--- config.mk ---
export PLATFORM = sky130hd
export DESIGN_NAME = output_arbiter
export DESIGN_NICKNAME = d
export VERILOG_FILES = /design/src/rtl/output_arbiter.sv
export SDC_FILE = /design/constraint.sdc
export NUM_CORES = 1
export LEC_CHECK = 0
export BUFFER_PORTS_ARGS = -buffer_cell sky130_fd_sc_hd__buf_2
export CAP_MARGIN = 10
export CORE_AREA = 5 5 163 165
export CTS_BUF_LIST = sky130_fd_sc_hd__clkbuf_16
export DETAILED_ROUTE_END_ITERATION = 16
export DIE_AREA = 0 0 168 170
export PLACE_DENSITY = 0.61
export REMOVE_ABC_BUFFERS = 1
export SYNTH_ARGS = -nofsm -noshare
export SYNTH_HDL_FRONTEND = slang
export SYNTH_SLANG_ARGS = --single-unit
--- constraint.sdc ---
create_clock -name clk -period 4.1 [get_ports clk]
set_input_delay 0.41 -clock clk [delete_from_list [all_inputs] [get_ports clk]]
set_output_delay 0.41 -clock clk [all_outputs]
set_load 0.005 [all_outputs]
--- src/rtl/output_arbiter.sv ---
// Round-robin output-port arbiter for one mesh-router direction: picks one input
// per cycle, latches its flit into a single-entry output register, and pulses the winner's clear.
module output_arbiter #(
  parameter int         DATA_WIDTH = 64,
  parameter logic [4:0] DIRECTION  = 5'b10000
) (
  input  logic                  clk,
  input  logic                  rst,
  input  logic [4:0]            reqL,
  input  logic [4:0]            reqR,
  input  logic [4:0]            reqU,
  input  logic [4:0]            reqD,
  input  logic [4:0]            reqPE,
  input  logic [DATA_WIDTH-1:0] dataL,
  input  logic [DATA_WIDTH-1:0] dataR,
  input  logic [DATA_WIDTH-1:0] dataU,
  input  logic [DATA_WIDTH-1:0] dataD,
  input  logic [DATA_WIDTH-1:0] dataPE,
  input  logic                  ro,
  output logic                  so,
  output logic [DATA_WIDTH-1:0] datao,
  output logic                  clrL,
  output logic                  clrR,
  output logic                  clrU,
  output logic                  clrD,
  output logic                  clrPE,
  output logic [4:0]            grant
);

  typedef enum logic {EMPTY, FULL} state_t;

  state_t                state, state_nxt;
  logic [2:0]            ptr, ptr_nxt;
  logic [DATA_WIDTH-1:0] datao_nxt;
  logic [4:0]            req_any, valid;
  logic [DATA_WIDTH-1:0] src_data [5];
  logic                  can_load, found;
  logic [2:0]            win, idx;
  logic [3:0]            sum;

  // Bit i of req_any/valid is source index i (L=0 .. PE=4); DIRECTION is MSB=L.
  assign req_any = {|reqPE, |reqD, |reqU, |reqR, |reqL};
  assign src_data[0] = dataL;
  assign src_data[1] = dataR;
  assign src_data[2] = dataU;
  assign src_data[3] = dataD;
  assign src_data[4] = dataPE;

  for (genvar i = 0; i < 5; i++) begin : g_valid
    assign valid[i] = req_any[i] & ~DIRECTION[4-i];
  end

  assign can_load = (state == EMPTY) || ro;
  assign so       = (state == FULL);

  always_comb begin
    state_nxt = state;
    ptr_nxt   = ptr;
    datao_nxt = datao;
    grant     = 5'b0;
    found     = 1'b0;
    win       = 3'd0;
    idx       = 3'd0;
    sum       = 4'd0;
    for (int k = 1; k <= 5; k++) begin
      sum = {1'b0, ptr} + 4'(k);
      if (sum >= 4'd5) sum = sum - 4'd5;
      idx = sum[2:0];
      if (!found && valid[idx]) begin
        found = 1'b1;
        win   = idx;
      end
    end
    // Gate with rst so a reset never produces a clear pulse upstream.
    if (found && can_load && !rst) begin
      grant[3'd4 - win] = 1'b1;
      datao_nxt         = src_data[win];
      state_nxt         = FULL;
      ptr_nxt           = win;
    end else if (state == FULL && ro) begin
      state_nxt = EMPTY;
    end
  end

  assign clrL  = grant[4];
  assign clrR  = grant[3];
  assign clrU  = grant[2];
  assign clrD  = grant[1];
  assign clrPE = grant[0];

  always_ff @(posedge clk or posedge rst) begin
    if (rst) begin
      state <= EMPTY;
      ptr   <= 3'd4;
      datao <= '0;
    end else begin
      state <= state_nxt;
      ptr   <= ptr_nxt;
      datao <= datao_nxt;
    end
  end

endmodule

Word-level counts from Yosys, hierarchy flattened

Cells that the tools add are included.
W data, S select, Z words.

Multiplexer cells: 33
$add $sub $neg: 11
Bitwise operators: 2
$lt $le $gt $ge: 13
Reductions and logical operators: 19

Operators with widths:

| cell                  | count |
|---|---|
| $bmux W64 S3          | 1 |
| $mux W64              | 2 |
| $mux W3               | 10 |
| $lt A3 B4 Y1 const B  | 6 |
| $ge A4 B3 Y1 const B  | 5 |
| $reduce_or A5 Y1      | 4 |
| $bmux W1 S3           | 5 |
| $sub A3 B3 Y3 const B | 5 |
| $mux W1               | 13 |
| $add A3 B2 Y4 const B | 2 |
| $add A3 B3 Y4 const B | 2 |
| $logic_and A1 B1 Y1   | 8 |
| $logic_not A1 Y1      | 5 |
| $mux W5               | 1 |
| $add A3 B1 Y4 const B | 1 |
| $ge A4 B4 Y1 const B  | 1 |
| $not A3 Y4            | 1 |
| $demux W1 S3          | 1 |
| $ge A3 B1 Y1 const B  | 1 |
| $sub A3 B3 Y3 const A | 1 |
| $reduce_bool A2 Y1    | 1 |
| $logic_or A1 B1 Y1    | 1 |
| $not A1 Y1            | 1 |

Output and inout bits: 75
Register bits after elaboration: 68
Word-level logic and storage cells: 81
Input bits: 348

Longest topological paths before layout

Depth after elaboration: 24
Mapped depth: 18

Worst setup path before layout

OpenSTA, ideal clock, no wires.

Path kind: register to output
Start: register ptr[0]
End: output port grant[0]
Data arrival time: 4.079 ns
Buffers on the path: 5
Slack: -0.389 ns
Stages on the path, launching flop included: 18
Cells stage by stage: dfrtp_1 inv_1 clkbuf_1 ha_1 inv_1 fa_1 a21oi_2 mux2i_1 o32a_1 a22oi_1 nor4_1 a41o_1 o21bai_1 clkbuf_1 clkbuf_1 clkbuf_1 nor2b_1 buf_4

Cells in the longest elaborated chain, start to end: 24
Elaborated cells between the ends (all ways): 57

RTL lines:

| what                                                               | RTL line | source |
|---|---|---|
| start, declared                                                    | 33       | `logic [2:0] ptr, ptr_nxt;` |
| start signal, assigned                                             | 98       | `ptr <= ptr_nxt;` |
| $add A3 B1 Y4                                                      | 66       | `sum = {1'b0, ptr} + 4'(k);` |
| $ge A4 B3 Y1 or $sub A3 B3 Y3 (tied branches)                      | 67       | `if (sum >= 4'd5) sum = sum - 4'd5;` |
| $mux W3                                                            | 67       |  |
| $bmux W1 S3                                                        | 69       | `if (!found && valid[idx]) begin` |
| $mux W1 (implied by the code)                                      | 69       |  |
| $mux W1                                                            | 69       |  |
| $logic_not A1 Y1                                                   | 69       |  |
| $logic_and A1 B1 Y1                                                | 69       |  |
| [... 8 more ...]                                                   | n/a      |  |
| $logic_and A1 B1 Y1                                                | 69       |  |
| $mux W3                                                            | 69       |  |
| $sub A3 B3 Y3                                                      | 76       | `grant[3'd4 - win] = 1'b1;` |
| $lt A3 B4 Y1 (implied by the code) or $ge A3 B1 Y1 (tied branches) | 76       |  |
| $logic_and A1 B1 Y1 (implied by the code)                          | 76       |  |
| $mux W1 (implied by the code)                                      | 76       |  |
| $demux W1 S3                                                       | 76       |  |
| $mux W5 (*)                                                        | 75       | `if (found && can_load && !rst) begin` |
| end, declared                                                      | 27       | `output logic [4:0] grant` |

Mark *: on every way between the ends. The rest lies on a longest branch, timed or not. The select of a mux whose other input is x is not followed.

Worst setup path after layout

Start: register ptr[1]
End: output port grant[3]

The elaborated chain is that of the path after synthesis.

==> impl_metrics.py <==
metrics = {
    "synth": {
        "yosysSeqAreaShare_pct": 30.0,
        "synth_ff_type": "dfrtp_1",
        "syn-instance-count": 540,
        "synthArstFlopShare_pct": 100,
        "synth-edff-count": 0,
        "postSynthAreaPerCell_sq_um": 10.5,
        "syn_area_sq_mm": 0.00567,
        "yosysWarnings": 0,
        "synth_cell_types": 66,
        "ys_ff_latch": 68,
    },
    "clock_tree": {
        "clock_sinks": 68,
        "clk_path_buf_depth": 2,
        "htreeDepth": 3,
        "cts_buffers": 9,
        "clk_pin_slew_worst_paths_ps": 60,
        "cts_hold_buf": 0,
        "clockRootBuffer": "clkbuf_16",
        "worstSkewPairLatency_ps": 330,
        "cts_tree": "yes",
    },
    "worst_setup_path": {
        "worst-r2r-setup-slack_ps": 40,
        "critPathLaunchType": "flop",
        "arrival_ps": 3730,
        "path_max_fanout": 7,
        "critPathRequiredTime_ps": 3690,
        "critical_path_class": "flop to primary output",
        "crit_path_end_kind": "primary output",
    },
    "timing": {
        "fin_crit_sh_pct": 101,
        "rsz0062_at_grt": "true",
        "hold_viol": 0,
        "slew_headroom_pct": 56.6,
        "fin_crit_ps": 4140,
        "worst_slack_ps": -37.6,
        "tightest_slew_ps": 635,
        "setup_viol": 4,
        "fmax_mhz": 242,
        "drv_slew": 0,
        "fin_skew_ps": 5.89,
    },
    "detailed_routing": {
        "vias_per_cell": 4.90,
        "route.detailed.drc": 0,
        "avgRoutedWirePerCell_microns": 20.3,
        "drt_first_iter_violations": 383,
        "vias": 6488,
        "ant_nets": 0,
        "routed_wl_microns": 26900,
        "drt-pass1-iter-count": 5,
    },
    "die": {
        "chipHeight_microns": 170,
        "die_w_microns": 168,
        "ios": 423,
        "rows": 58,
        "start_util_pct": 22.8,
        "core_sq_mm": 0.0249,
        "die_area_sq_mm": 0.0286,
    },
    "run": {
        "maxCapViolations": 0,
    },
    "global_routing": {
        "grt_max_degree": 81,
        "grt_overflow": 0,
        "grt_pass1_vias": 6800,
        "grt_pass1_wl_microns": 39500,
        "grt_antenna_before_repair": 6,
        "grt_usage_pct": 17.7,
    },
    "place": {
        "gp_congestion": 0.887,
        "io_buffers": 415,
        "post_dp_cell_area_sq_mm": 0.00850,
        "pre_cts_ws_ps": -14.5,
        "dp_hpwl_microns": 21800,
    },
    "layout": {
        "final_common_cell": "buf_2",
        "drive_above_1_share_pct": 61.5,
        "finalNetCount": 1346,
        "final_cell_mix": "415 x buf_2, 75 x nor2_1, 75 x nand2_1",
        "design_area_sq_mm": 0.00913,
        "nFillCells": 2568,
        "syn_to_final_growth_pct": 61.1,
    },
    "outcome": {
        "status": "complete, but fails checks",
        "violations": "negative setup slack",
    },
    "min_path": {
        "hold_path.class": "input pin to async pin",
    },
}
flip-flops by register name, indices dropped and copies added, names as in the netlist:
| register | cells |
|---|---|
| so | 1 |
| ptr | 3 |
| datao | 64 |
final cells by class:
| class | instances | area, sq um | share of cell area (%) |
|---|---|---|---|
| multi-input cells | 409 | 3860 | 42.3 |
| repair buffers | 489 | 2810 | 30.7 |
| flip-flops and latches | 68 | 1700 | 18.7 |
| well taps | 330 | 413 | 4.52 |
| clock buffers | 9 | 225 | 2.47 |
| clock inverters | 7 | 75.1 | 0.822 |
| inverters | 11 | 42.5 | 0.466 |
| diodes | 2 | 5.00 | 0.0548 |
routing by layer:
metal	wire, microns	up-vias	track usage (%)
met5	45	-	0
met4	438	6	4.48
met3	1890	30	4.92
met2	13900	267	30.5
met1	10700	3167	21.9
li1	-	3018	-
cells in the mapped netlist, types with 3 or more instances:
library cell | n | area share [%]
inv_1 | 11 | 0.73
buf_1 | 9 | 0.60
o22ai_1 | 3 | 0.33
a221o_1 | 64 | 11
buf_2 | 6 | 0.53
nand2_1 | 75 | 5.0
a2111oi_0 | 5 | 0.77
buf_6 | 6 | 1.2
clkbuf_1 | 26 | 1.7
ha_1 | 9 | 2.0
o211ai_1 | 3 | 0.40
mux4_2 | 64 | 25
dfrtp_1 | 67 | 30
or3_1 | 3 | 0.33
or2_2 | 5 | 0.55
nor2b_1 | 7 | 0.77
nand2b_1 | 6 | 0.66
buf_4 | 6 | 0.79
nor2_1 | 77 | 5.1
o21ai_0 | 9 | 0.79
nand3_1 | 3 | 0.26
mux2i_1 | 4 | 0.71
a21oi_1 | 8 | 0.71
xnor2_1 | 4 | 0.62
nor3_1 | 6 | 0.53
and2_1 | 3 | 0.33
o21bai_1 | 3 | 0.40
metrics by stage:
stage,std cells,TNS (ps),hold slack (ps),utilization [%]
2_1_floorplan,488,-373160,505,-
3_3_place_gp,1294,0,492,34.1
3_5_place_dp,1294,-148,492,34.1
4_1_cts,1317,-2.85,170,36.1
5_1_grt,1325,-3260,208,36.7
6_report,1325,-145,151,36.7
final timing paths:
check | depth (start not counted) | end | startpoint
max in group asynchronous | 3 | ptr[2] | rst
min in group clk | 2 | so | ro
max reg2reg | 13 | datao[39] | ptr[1]
min reg2reg | 1 | datao[1] | datao[1]
max | 13 | grant[3] | ptr[1]
min | 2 | ptr[1] | rst
cells by family (layout without fill, tap and decap cells):
group / count (synthesis) / after routing / synth area share, %
AND/OR/NAND/NOR: 200 / 200 / 15.7
AO/OA/AOI/OAI: 125 / 125 / 19.6
multiplexers: 68 / 68 / 26.1
flip-flops: 68 / 68 / 30.0
buffers and inverters: 64 / 516 / 5.56
adder cells (fa/ha/maj): 10 / 10 / 2.34
XOR/XNOR: 4 / 4 / 0.618
other: 1 / 4 / 0.0661
worst max-delay path, cell delays in order (launching register included):
cell and delay (ps):
dfrtp_2 440, buf_6 150, fa_2 560, o21ba_4 160, or2_4 250, o32a_1 370, a22oi_2 230, buf_4 160
nor4_4 50, a41o_1 260, o21bai_4 230, or2_4 290, nor2_2 110, buf_2 120
timing repair:
item / 4_1_cts / 5_1_grt
pin swaps: 8 / 2
endpoints found under the setup margin: 33 / 65
buffers inserted: 8 / 4
endpoints found under the hold margin: 0 / 0
cloned: 0 / 2
gates resized for setup: 26 / 15
Power is not shown: default switching activity piles up to over one toggle a cycle in this logic, so the estimate is an artifact.
